==> src/rtl/uart_apb_sequencer_if.sv <==
// APB bus bundle between uart_apb_sequencer (master) and the uart_16550
// APB slave port.
//   PADDR/PWDATA/PWRITE/PSEL/PENABLE : driven by the master
//   PRDATA/PREADY/PSLVERR            : driven by the slave
interface uart_apb_sequencer_if;
  logic [31:0] PADDR;
  logic [31:0] PWDATA;
  logic        PWRITE;
  logic        PSEL;
  logic        PENABLE;
  logic [31:0] PRDATA;
  logic        PREADY;
  logic        PSLVERR;

  modport master (
    output PADDR, PWDATA, PWRITE, PSEL, PENABLE,
    input  PRDATA, PREADY, PSLVERR
  );

  modport slave (
    input  PADDR, PWDATA, PWRITE, PSEL, PENABLE,
    output PRDATA, PREADY, PSLVERR
  );
endinterface

==> src/rtl/uart_apb_sequencer.sv <==
// APB master that configures a uart_16550 (divisor, FCR, LCR) and then
// arbitrates all register traffic: LSR polls, THR writes fed from a byte
// stream and RBR reads delivered to a byte stream.
// Ports:
//   PCLK, PRESETn            clock, asynchronous active-low reset
//   apb                      APB master port (uart_apb_sequencer_if.master)
//   cfg_start/divisor/lcr    configuration request (pulse, sampled values)
//   cfg_done, err            running flag, sticky PSLVERR flag
//   tx_data/valid/ready      transmit byte stream (tx_ready is a 1-cycle strobe)
//   rx_data/valid/ready      receive byte stream, rx_status = {BI, FE, PE}
module uart_apb_sequencer #(
  parameter logic [31:0] ADDR_BASE  = 32'h0,
  parameter int unsigned FIFO_DEPTH = 16
) (
  input  logic                        PCLK,
  input  logic                        PRESETn,
  uart_apb_sequencer_if.master        apb,
  input  logic                        cfg_start,
  input  logic [15:0]                 cfg_divisor,
  input  logic [7:0]                  cfg_lcr,
  output logic                        cfg_done,
  output logic                        err,
  input  logic [7:0]                  tx_data,
  input  logic                        tx_valid,
  output logic                        tx_ready,
  output logic [7:0]                  rx_data,
  output logic                        rx_valid,
  input  logic                        rx_ready,
  output logic [2:0]                  rx_status
);

  localparam logic [7:0] OFF_DATA = 8'h00;
  localparam logic [7:0] OFF_FCR  = 8'h08;
  localparam logic [7:0] OFF_LCR  = 8'h0C;
  localparam logic [7:0] OFF_LSR  = 8'h14;
  localparam logic [7:0] OFF_DIV1 = 8'h1C;
  localparam logic [7:0] OFF_DIV2 = 8'h20;

  typedef enum logic [2:0] {
    IDLE, CFG_DIV1, CFG_DIV2, CFG_FCR, CFG_LCR, POLL, TX, RX
  } state_t;

  state_t     state;
  state_t     poll_nxt;
  logic [4:0] credits;
  logic [4:0] credits_upd;
  logic       prio_tx;
  logic [7:0] div_hi_q;
  logic [7:0] lcr_q;
  logic [2:0] lsr_err_q;
  logic       xfer_done;
  logic       in_cfg;
  logic       rx_pend;
  logic       tx_pend;
  logic       unused_prdata;

  assign unused_prdata = ^apb.PRDATA[31:8];

  assign xfer_done = apb.PSEL & apb.PENABLE & apb.PREADY;
  assign in_cfg    = (state == CFG_DIV1) || (state == CFG_DIV2) ||
                     (state == CFG_FCR)  || (state == CFG_LCR);

  function automatic logic [31:0] reg_addr(input logic [7:0] off);
    return ADDR_BASE | {24'h0, off};
  endfunction

  // POLL decision, evaluated against the LSR value arriving on PRDATA;
  // a THRE refresh of the credits counts toward this same decision.
  always_comb begin
    credits_upd = credits;
    if (apb.PRDATA[5]) credits_upd = 5'(FIFO_DEPTH);
    rx_pend  = apb.PRDATA[0] & ~rx_valid;
    tx_pend  = tx_valid & (credits_upd != '0);
    poll_nxt = POLL;
    if (!apb.PSLVERR) begin
      if (rx_pend && tx_pend) poll_nxt = prio_tx ? TX : RX;
      else if (tx_pend)       poll_nxt = TX;
      else if (rx_pend)       poll_nxt = RX;
    end
  end

  always_ff @(posedge PCLK or negedge PRESETn) begin
    if (!PRESETn) begin
      state       <= IDLE;
      apb.PADDR   <= '0;
      apb.PWDATA  <= '0;
      apb.PWRITE  <= 1'b0;
      apb.PSEL    <= 1'b0;
      apb.PENABLE <= 1'b0;
      cfg_done    <= 1'b0;
      err         <= 1'b0;
      tx_ready    <= 1'b0;
      rx_data     <= '0;
      rx_valid    <= 1'b0;
      rx_status   <= '0;
      credits     <= '0;
      prio_tx     <= 1'b1;
      div_hi_q    <= '0;
      lcr_q       <= '0;
      lsr_err_q   <= '0;
    end else begin
      tx_ready <= 1'b0;
      if (rx_valid && rx_ready) rx_valid <= 1'b0;
      if (apb.PSEL && !apb.PENABLE) apb.PENABLE <= 1'b1;

      case (state)
        IDLE: begin
          if (cfg_start) begin
            err         <= 1'b0;
            div_hi_q    <= cfg_divisor[15:8];
            lcr_q       <= cfg_lcr;
            prio_tx     <= 1'b1;
            state       <= CFG_DIV1;
            apb.PSEL    <= 1'b1;
            apb.PENABLE <= 1'b0;
            apb.PWRITE  <= 1'b1;
            apb.PADDR   <= reg_addr(OFF_DIV1);
            apb.PWDATA  <= {24'h0, cfg_divisor[7:0]};
          end
        end
        default: begin
          if (xfer_done) begin
            // Every branch below either sets up the next transfer
            // (PSEL stays high, PENABLE drops) or releases the bus.
            apb.PENABLE <= 1'b0;
            if (apb.PSLVERR) err <= 1'b1;
            if (apb.PSLVERR && in_cfg) begin
              state      <= IDLE;
              apb.PSEL   <= 1'b0;
              apb.PWRITE <= 1'b0;
            end else begin
              case (state)
                CFG_DIV1: begin
                  state      <= CFG_DIV2;
                  apb.PADDR  <= reg_addr(OFF_DIV2);
                  apb.PWDATA <= {24'h0, div_hi_q};
                end
                CFG_DIV2: begin
                  state      <= CFG_FCR;
                  apb.PADDR  <= reg_addr(OFF_FCR);
                  apb.PWDATA <= 32'h7;
                end
                CFG_FCR: begin
                  state      <= CFG_LCR;
                  apb.PADDR  <= reg_addr(OFF_LCR);
                  apb.PWDATA <= {24'h0, lcr_q};
                end
                CFG_LCR: begin
                  state      <= POLL;
                  credits    <= 5'(FIFO_DEPTH);
                  cfg_done   <= 1'b1;
                  apb.PADDR  <= reg_addr(OFF_LSR);
                  apb.PWRITE <= 1'b0;
                  apb.PWDATA <= '0;
                end
                POLL: begin
                  if (!apb.PSLVERR) begin
                    credits   <= credits_upd;
                    lsr_err_q <= apb.PRDATA[4:2];
                  end
                  state <= poll_nxt;
                  case (poll_nxt)
                    TX: begin
                      tx_ready   <= 1'b1;
                      prio_tx    <= ~prio_tx;
                      apb.PADDR  <= reg_addr(OFF_DATA);
                      apb.PWRITE <= 1'b1;
                      apb.PWDATA <= {24'h0, tx_data};
                    end
                    RX: begin
                      prio_tx    <= ~prio_tx;
                      apb.PADDR  <= reg_addr(OFF_DATA);
                      apb.PWRITE <= 1'b0;
                      apb.PWDATA <= '0;
                    end
                    default: begin
                      apb.PADDR  <= reg_addr(OFF_LSR);
                      apb.PWRITE <= 1'b0;
                      apb.PWDATA <= '0;
                    end
                  endcase
                end
                TX, RX: begin
                  if (state == TX) begin
                    credits <= (credits != '0) ? credits - 5'd1 : '0;
                  end else if (!apb.PSLVERR) begin
                    rx_data   <= apb.PRDATA[7:0];
                    rx_status <= lsr_err_q;
                    rx_valid  <= 1'b1;
                  end
                  state      <= POLL;
                  apb.PADDR  <= reg_addr(OFF_LSR);
                  apb.PWRITE <= 1'b0;
                  apb.PWDATA <= '0;
                end
                default: state <= IDLE;
              endcase
            end
          end
        end
      endcase
    end
  end

endmodule

==> src/flat_wrapper.sv <==
// flat-port wrapper written by rule: the top's interface ports become plain ports
module uart_apb_sequencer_flat 
#(
  parameter logic [31:0] ADDR_BASE  = 32'h0,
  parameter int unsigned FIFO_DEPTH = 16
)
  (PCLK, PRESETn, cfg_start, cfg_divisor, cfg_lcr, cfg_done, err, tx_data, tx_valid, tx_ready, rx_data, rx_valid, rx_ready, rx_status, apb_PADDR, apb_PWDATA, apb_PWRITE, apb_PSEL, apb_PENABLE, apb_PRDATA, apb_PREADY, apb_PSLVERR);
  uart_apb_sequencer_if apb_i ();
  input  logic PCLK;
  input  logic PRESETn;
  input  logic cfg_start;
  input  logic [15:0] cfg_divisor;
  input  logic [7:0] cfg_lcr;
  output logic cfg_done;
  output logic err;
  input  logic [7:0] tx_data;
  input  logic tx_valid;
  output logic tx_ready;
  output logic [7:0] rx_data;
  output logic rx_valid;
  input  logic rx_ready;
  output logic [2:0] rx_status;
  output wire logic [$bits(apb_i.PADDR)-1:0] apb_PADDR;
  output wire logic [$bits(apb_i.PWDATA)-1:0] apb_PWDATA;
  output wire logic [$bits(apb_i.PWRITE)-1:0] apb_PWRITE;
  output wire logic [$bits(apb_i.PSEL)-1:0] apb_PSEL;
  output wire logic [$bits(apb_i.PENABLE)-1:0] apb_PENABLE;
  input wire logic [$bits(apb_i.PRDATA)-1:0] apb_PRDATA;
  input wire logic [$bits(apb_i.PREADY)-1:0] apb_PREADY;
  input wire logic [$bits(apb_i.PSLVERR)-1:0] apb_PSLVERR;
  assign apb_PADDR = apb_i.PADDR;
  assign apb_PWDATA = apb_i.PWDATA;
  assign apb_PWRITE = apb_i.PWRITE;
  assign apb_PSEL = apb_i.PSEL;
  assign apb_PENABLE = apb_i.PENABLE;
  assign apb_i.PRDATA = apb_PRDATA;
  assign apb_i.PREADY = apb_PREADY;
  assign apb_i.PSLVERR = apb_PSLVERR;
  uart_apb_sequencer #(.ADDR_BASE(ADDR_BASE), .FIFO_DEPTH(FIFO_DEPTH)) u_core (.PCLK(PCLK), .PRESETn(PRESETn), .apb(apb_i), .cfg_start(cfg_start), .cfg_divisor(cfg_divisor), .cfg_lcr(cfg_lcr), .cfg_done(cfg_done), .err(err), .tx_data(tx_data), .tx_valid(tx_valid), .tx_ready(tx_ready), .rx_data(rx_data), .rx_valid(rx_valid), .rx_ready(rx_ready), .rx_status(rx_status));
endmodule
==> config.mk <==
export PLATFORM = sky130hd
export DESIGN_NAME = uart_apb_sequencer_flat
export DESIGN_NICKNAME = d
export VERILOG_FILES = /design/src/rtl/uart_apb_sequencer_if.sv /design/src/rtl/uart_apb_sequencer.sv /design/src/flat_wrapper.sv
export SDC_FILE = /design/constraint.sdc
export NUM_CORES = 1
export LEC_CHECK = 0
export CAP_MARGIN = 15
export CORE_ASPECT_RATIO = 1.2
export CORE_MARGIN = 2
export CORE_UTILIZATION = 52
export DETAILED_ROUTE_END_ITERATION = 7
export DONT_BUFFER_PORTS = 1
export GPL_TIMING_DRIVEN = 1
export PLACE_DENSITY = 0.7
export SLEW_MARGIN = 25
export SYNTH_ARGS = -nofsm -noshare
export SYNTH_HDL_FRONTEND = slang
export SYNTH_SLANG_ARGS = --single-unit
==> constraint.sdc <==
create_clock -name PCLK -period 1.9 [get_ports PCLK]
set_input_delay 0.475 -clock PCLK [delete_from_list [all_inputs] [get_ports PCLK]]
set_output_delay 0.475 -clock PCLK [all_outputs]
set_load 0.01 [all_outputs]
==> metrics.md <==
| Metric | Value |
|---|---|
| Status | finished, final reports clean |
| Yosys top cell by area | dfrtp_1 |
| Routed WL | 6820 um |
| Clock skew | 0.00404 ns |
| Hold slack | 0.277 ns |
| DIE HEIGHT | 90.4 um |
| Overall power | 0.00246 W |
| Clock Tree Root | clkbuf_8 |
| Post-route ant nets | 0 |
| Area Overhead vs Synth | 7.39% |
| Unique masters post-synth | 53 |
| WP data required | 2.11 ns |
| CP Launch Type | flip-flop |
| Setup violators final | 0 |
| Synth Warn # | 0 |
| Part of the cycle the worst path needs | 96.0% |
| RSZ-0062 raised after global routing | no |
| I/O Buffers | 0 |
| Share of layout cells above drive strength 1 | 24.3% |
| Maximum vdd drop | 0.633 mV |
| Synth async-reset ratio | 100% |
| Max_cap viols | 0 |
| Largest cells by area after synthesis | dfrtp_1, buf_4, mux2_2, a21oi_1, o21ai_0 |
| Via count | 2271 |
| Clock Sinks | 58 |
| Largest net degree at the start of global routing | 59 |
| Initial antenna violation count | 0 |
| Mapped Area | 3230 sq um |
| Met3 usage | 6.60% |
| Average size of a mapped cell | 10.4 sq um |
| Grt total ovfl | 0 |
| H-tree levels | 3 |
| Yosys reg bits | 58 |
| Iteration-0 DRC Markers | 93 |
| DP HPWL | 4960 um |
| Maximum clock path buffer count | 2 |
| Top Usage Layer GRT | met2 |
| Core Area | 6010 sq um |
| Worst reg-to-reg setup slack | 0.08 ns |
| Max stage delay cell, worst path | or4_4 |
| Worst-path fanout max | 6 |
| FP Rows | 31 |
| Worst EP arrival | 2.04 ns |
| Die area | 6870 sq um |
| Synth Flop Type | dfrtp_1 |
| Clock slew at reported path FFs | 0.06 ns |
| GR Util met1 | 24.0% |
| Fin crit period | 1.82 ns |
| Synth top area share | 44.1% |
| Top Family by Delay on Critical Path | simple AND/OR/NAND/NOR gates |
| Vias per std cell | 5.46 |
| First-pass GRT wire length | 11200 um |
| Fmax | 548 MHz |
| Max Slew Vio Count | 0 |
| EDFF count, synth | 0 |
| CTS Buf Count | 9 |
| Synth top cells by count | dfrtp_1, buf_4, mux2_2, a21oi_1, o21ai_0 |
| Sequential fraction of the synthesis area | 44.9% |
| # IOs | 153 |
| Leakage | 1.74 nW |
| Die width | 76.0 um |
| Final Hold Vio Count | 0 |
| Per-cell routed wire length | 16.4 um |
| Pre-Repair DR Iteration Count | 4 |
| DR DRC count | 0 |
| Met2 Usage GRT | 34.6% |
| Worst setup EP type | flip-flop |
| Pwr dens | 708 nW/um^2 |
| Initial core utilization | 53.8% |
| Worst skew pair latency | 0.33 ns |
| Max incr delay on CP | 0.55 ns |
| Number of antenna diodes | 0 |
| Worst path cell trace | or4_4 > o2111a_2 > o2bb2ai_1 > mux2_2 |
| Crit path kind | flip-flop to flip-flop |
| GP Congestion | 0.867 |
| Filler cells | 508 |
| Worst min-delay path class | primary input to flip-flop |
| CP bufs+invs | 0 |
| Layout Nets | 401 |
| CTS tree | done |
| Gr usage total | 20.5% |
| Most common cell in the synthesized netlist | dfrtp_1 |
| Vias in the first global route | 2292 |
| Post-synthesis cell count | 311 |
[worst paths after layout]
path / startpoint / to / depth (start not counted)
setup reg to reg: u_core.credits[4] / u_core.apb.PWDATA[0] / 4
hold reg to reg: u_core.lsr_err_q[0] / u_core.lsr_err_q[0] / 1
min in group asynchronous: PRESETn / u_core.div_hi_q[5] / 2
setup / recovery: u_core.credits[4] / u_core.apb.PWDATA[0] / 4
hold / removal: cfg_divisor[6] / u_core.apb.PWDATA[6] / 2
max in group asynchronous: PRESETn / u_core.prio_tx / 2
[what timing repair did]
action                     CTS  global route
resized for setup            0             2
hold buffers                 2             0
setup buffers                0             0
setup endpoints to repair    0             6
hold endpoints to repair    58             0
[logic make-up (layout without fill, tap and decap cells)]
logic type      count (synthesis)  after routing  share of synthesized area [%]
other cells                     1             52                          0.116
xor+xnor                        1              1                          0.271
fa+ha+maj                       1              1                          0.387
buf+inv                        76             48                           15.6
simple gates                   66             66                           11.7
mux                            33             33                           11.6
compound gates                 75             75                           15.4
flops                          58             58                           44.9
[routing by layer]
layer	up-vias	wire, um
met5	-	0
met4	0	111
met3	10	506
met2	105	3480
met1	1112	2730
li1	1044	-
[state kept, by name, indices dropped and copies added (netlist names)]
name,cells
u_core.state,3
u_core.tx_ready,1
u_core.rx_status,3
u_core.apb.PENABLE,1
u_core.err,1
u_core.apb.PWRITE,1
u_core.apb.PADDR,4
u_core.apb.PWDATA,8
u_core.rx_data,8
u_core.rx_valid,1
u_core.credits,5
u_core.lsr_err_q,3
u_core.lcr_q,8
u_core.prio_tx,1
u_core.cfg_done,1
u_core.div_hi_q,8
u_core.apb.PSEL,1
[final cells by class]
class,instances,area [sq um],area share [%]
multi-input cells,228,1470,42.3
flip-flops and latches,58,1450,41.8
repair buffers,24,215,6.20
clock buffers,15,196,5.66
well taps,82,103,2.95
inverters,8,30.0,0.865
clock inverters,1,5.00,0.144
[worst reg2reg max path, cell delays in order, from the launching register on]
cell and delay (ns):
dfrtp_1 0.38, or4_4 0.55, o2111a_2 0.33, o2bb2ai_1 0.16
mux2_2 0.28
[metrics by stage]
step / TNS, ns / utilization, % / cells / setup WS [ns] / cell area, sq um
2_1_floorplan: 0 / - / 362 / 0.0693 / 3420
3_3_place_gp: 0 / 53.7 / 398 / 0.0116 / 3230
3_5_place_dp: -0.00771 / 53.7 / 398 / -0.00771 / 3230
4_1_cts: 0 / 57.7 / 416 / 0.0261 / 3470
5_1_grt: 0 / 57.8 / 416 / 0.0218 / 3470
6_report: 0 / 57.8 / 416 / 0.0761 / 3470
[power breakdown]
part	internal [W]	switching (W)	leakage [nW]
clock	0.000650	0.000456	0.106
sequential	0.00124	0.00000408	0.795
combinational	0.0000249	0.0000862	0.838
total	0.00191	0.000546	1.74
[cell usage in the layout, fill, tap and decap left out, types with 8 or more instances in the layout]
cell type / n
dfrtp_1: 57
conb_1: 52
mux2_2: 32
buf_4: 21
a21oi_1: 18
o21ai_0: 18
clkbuf_8: 14
nand2_1: 12
nor3_1: 11
nor2_1: 9
inv_1: 8
Power figures use the tool's default switching activity.
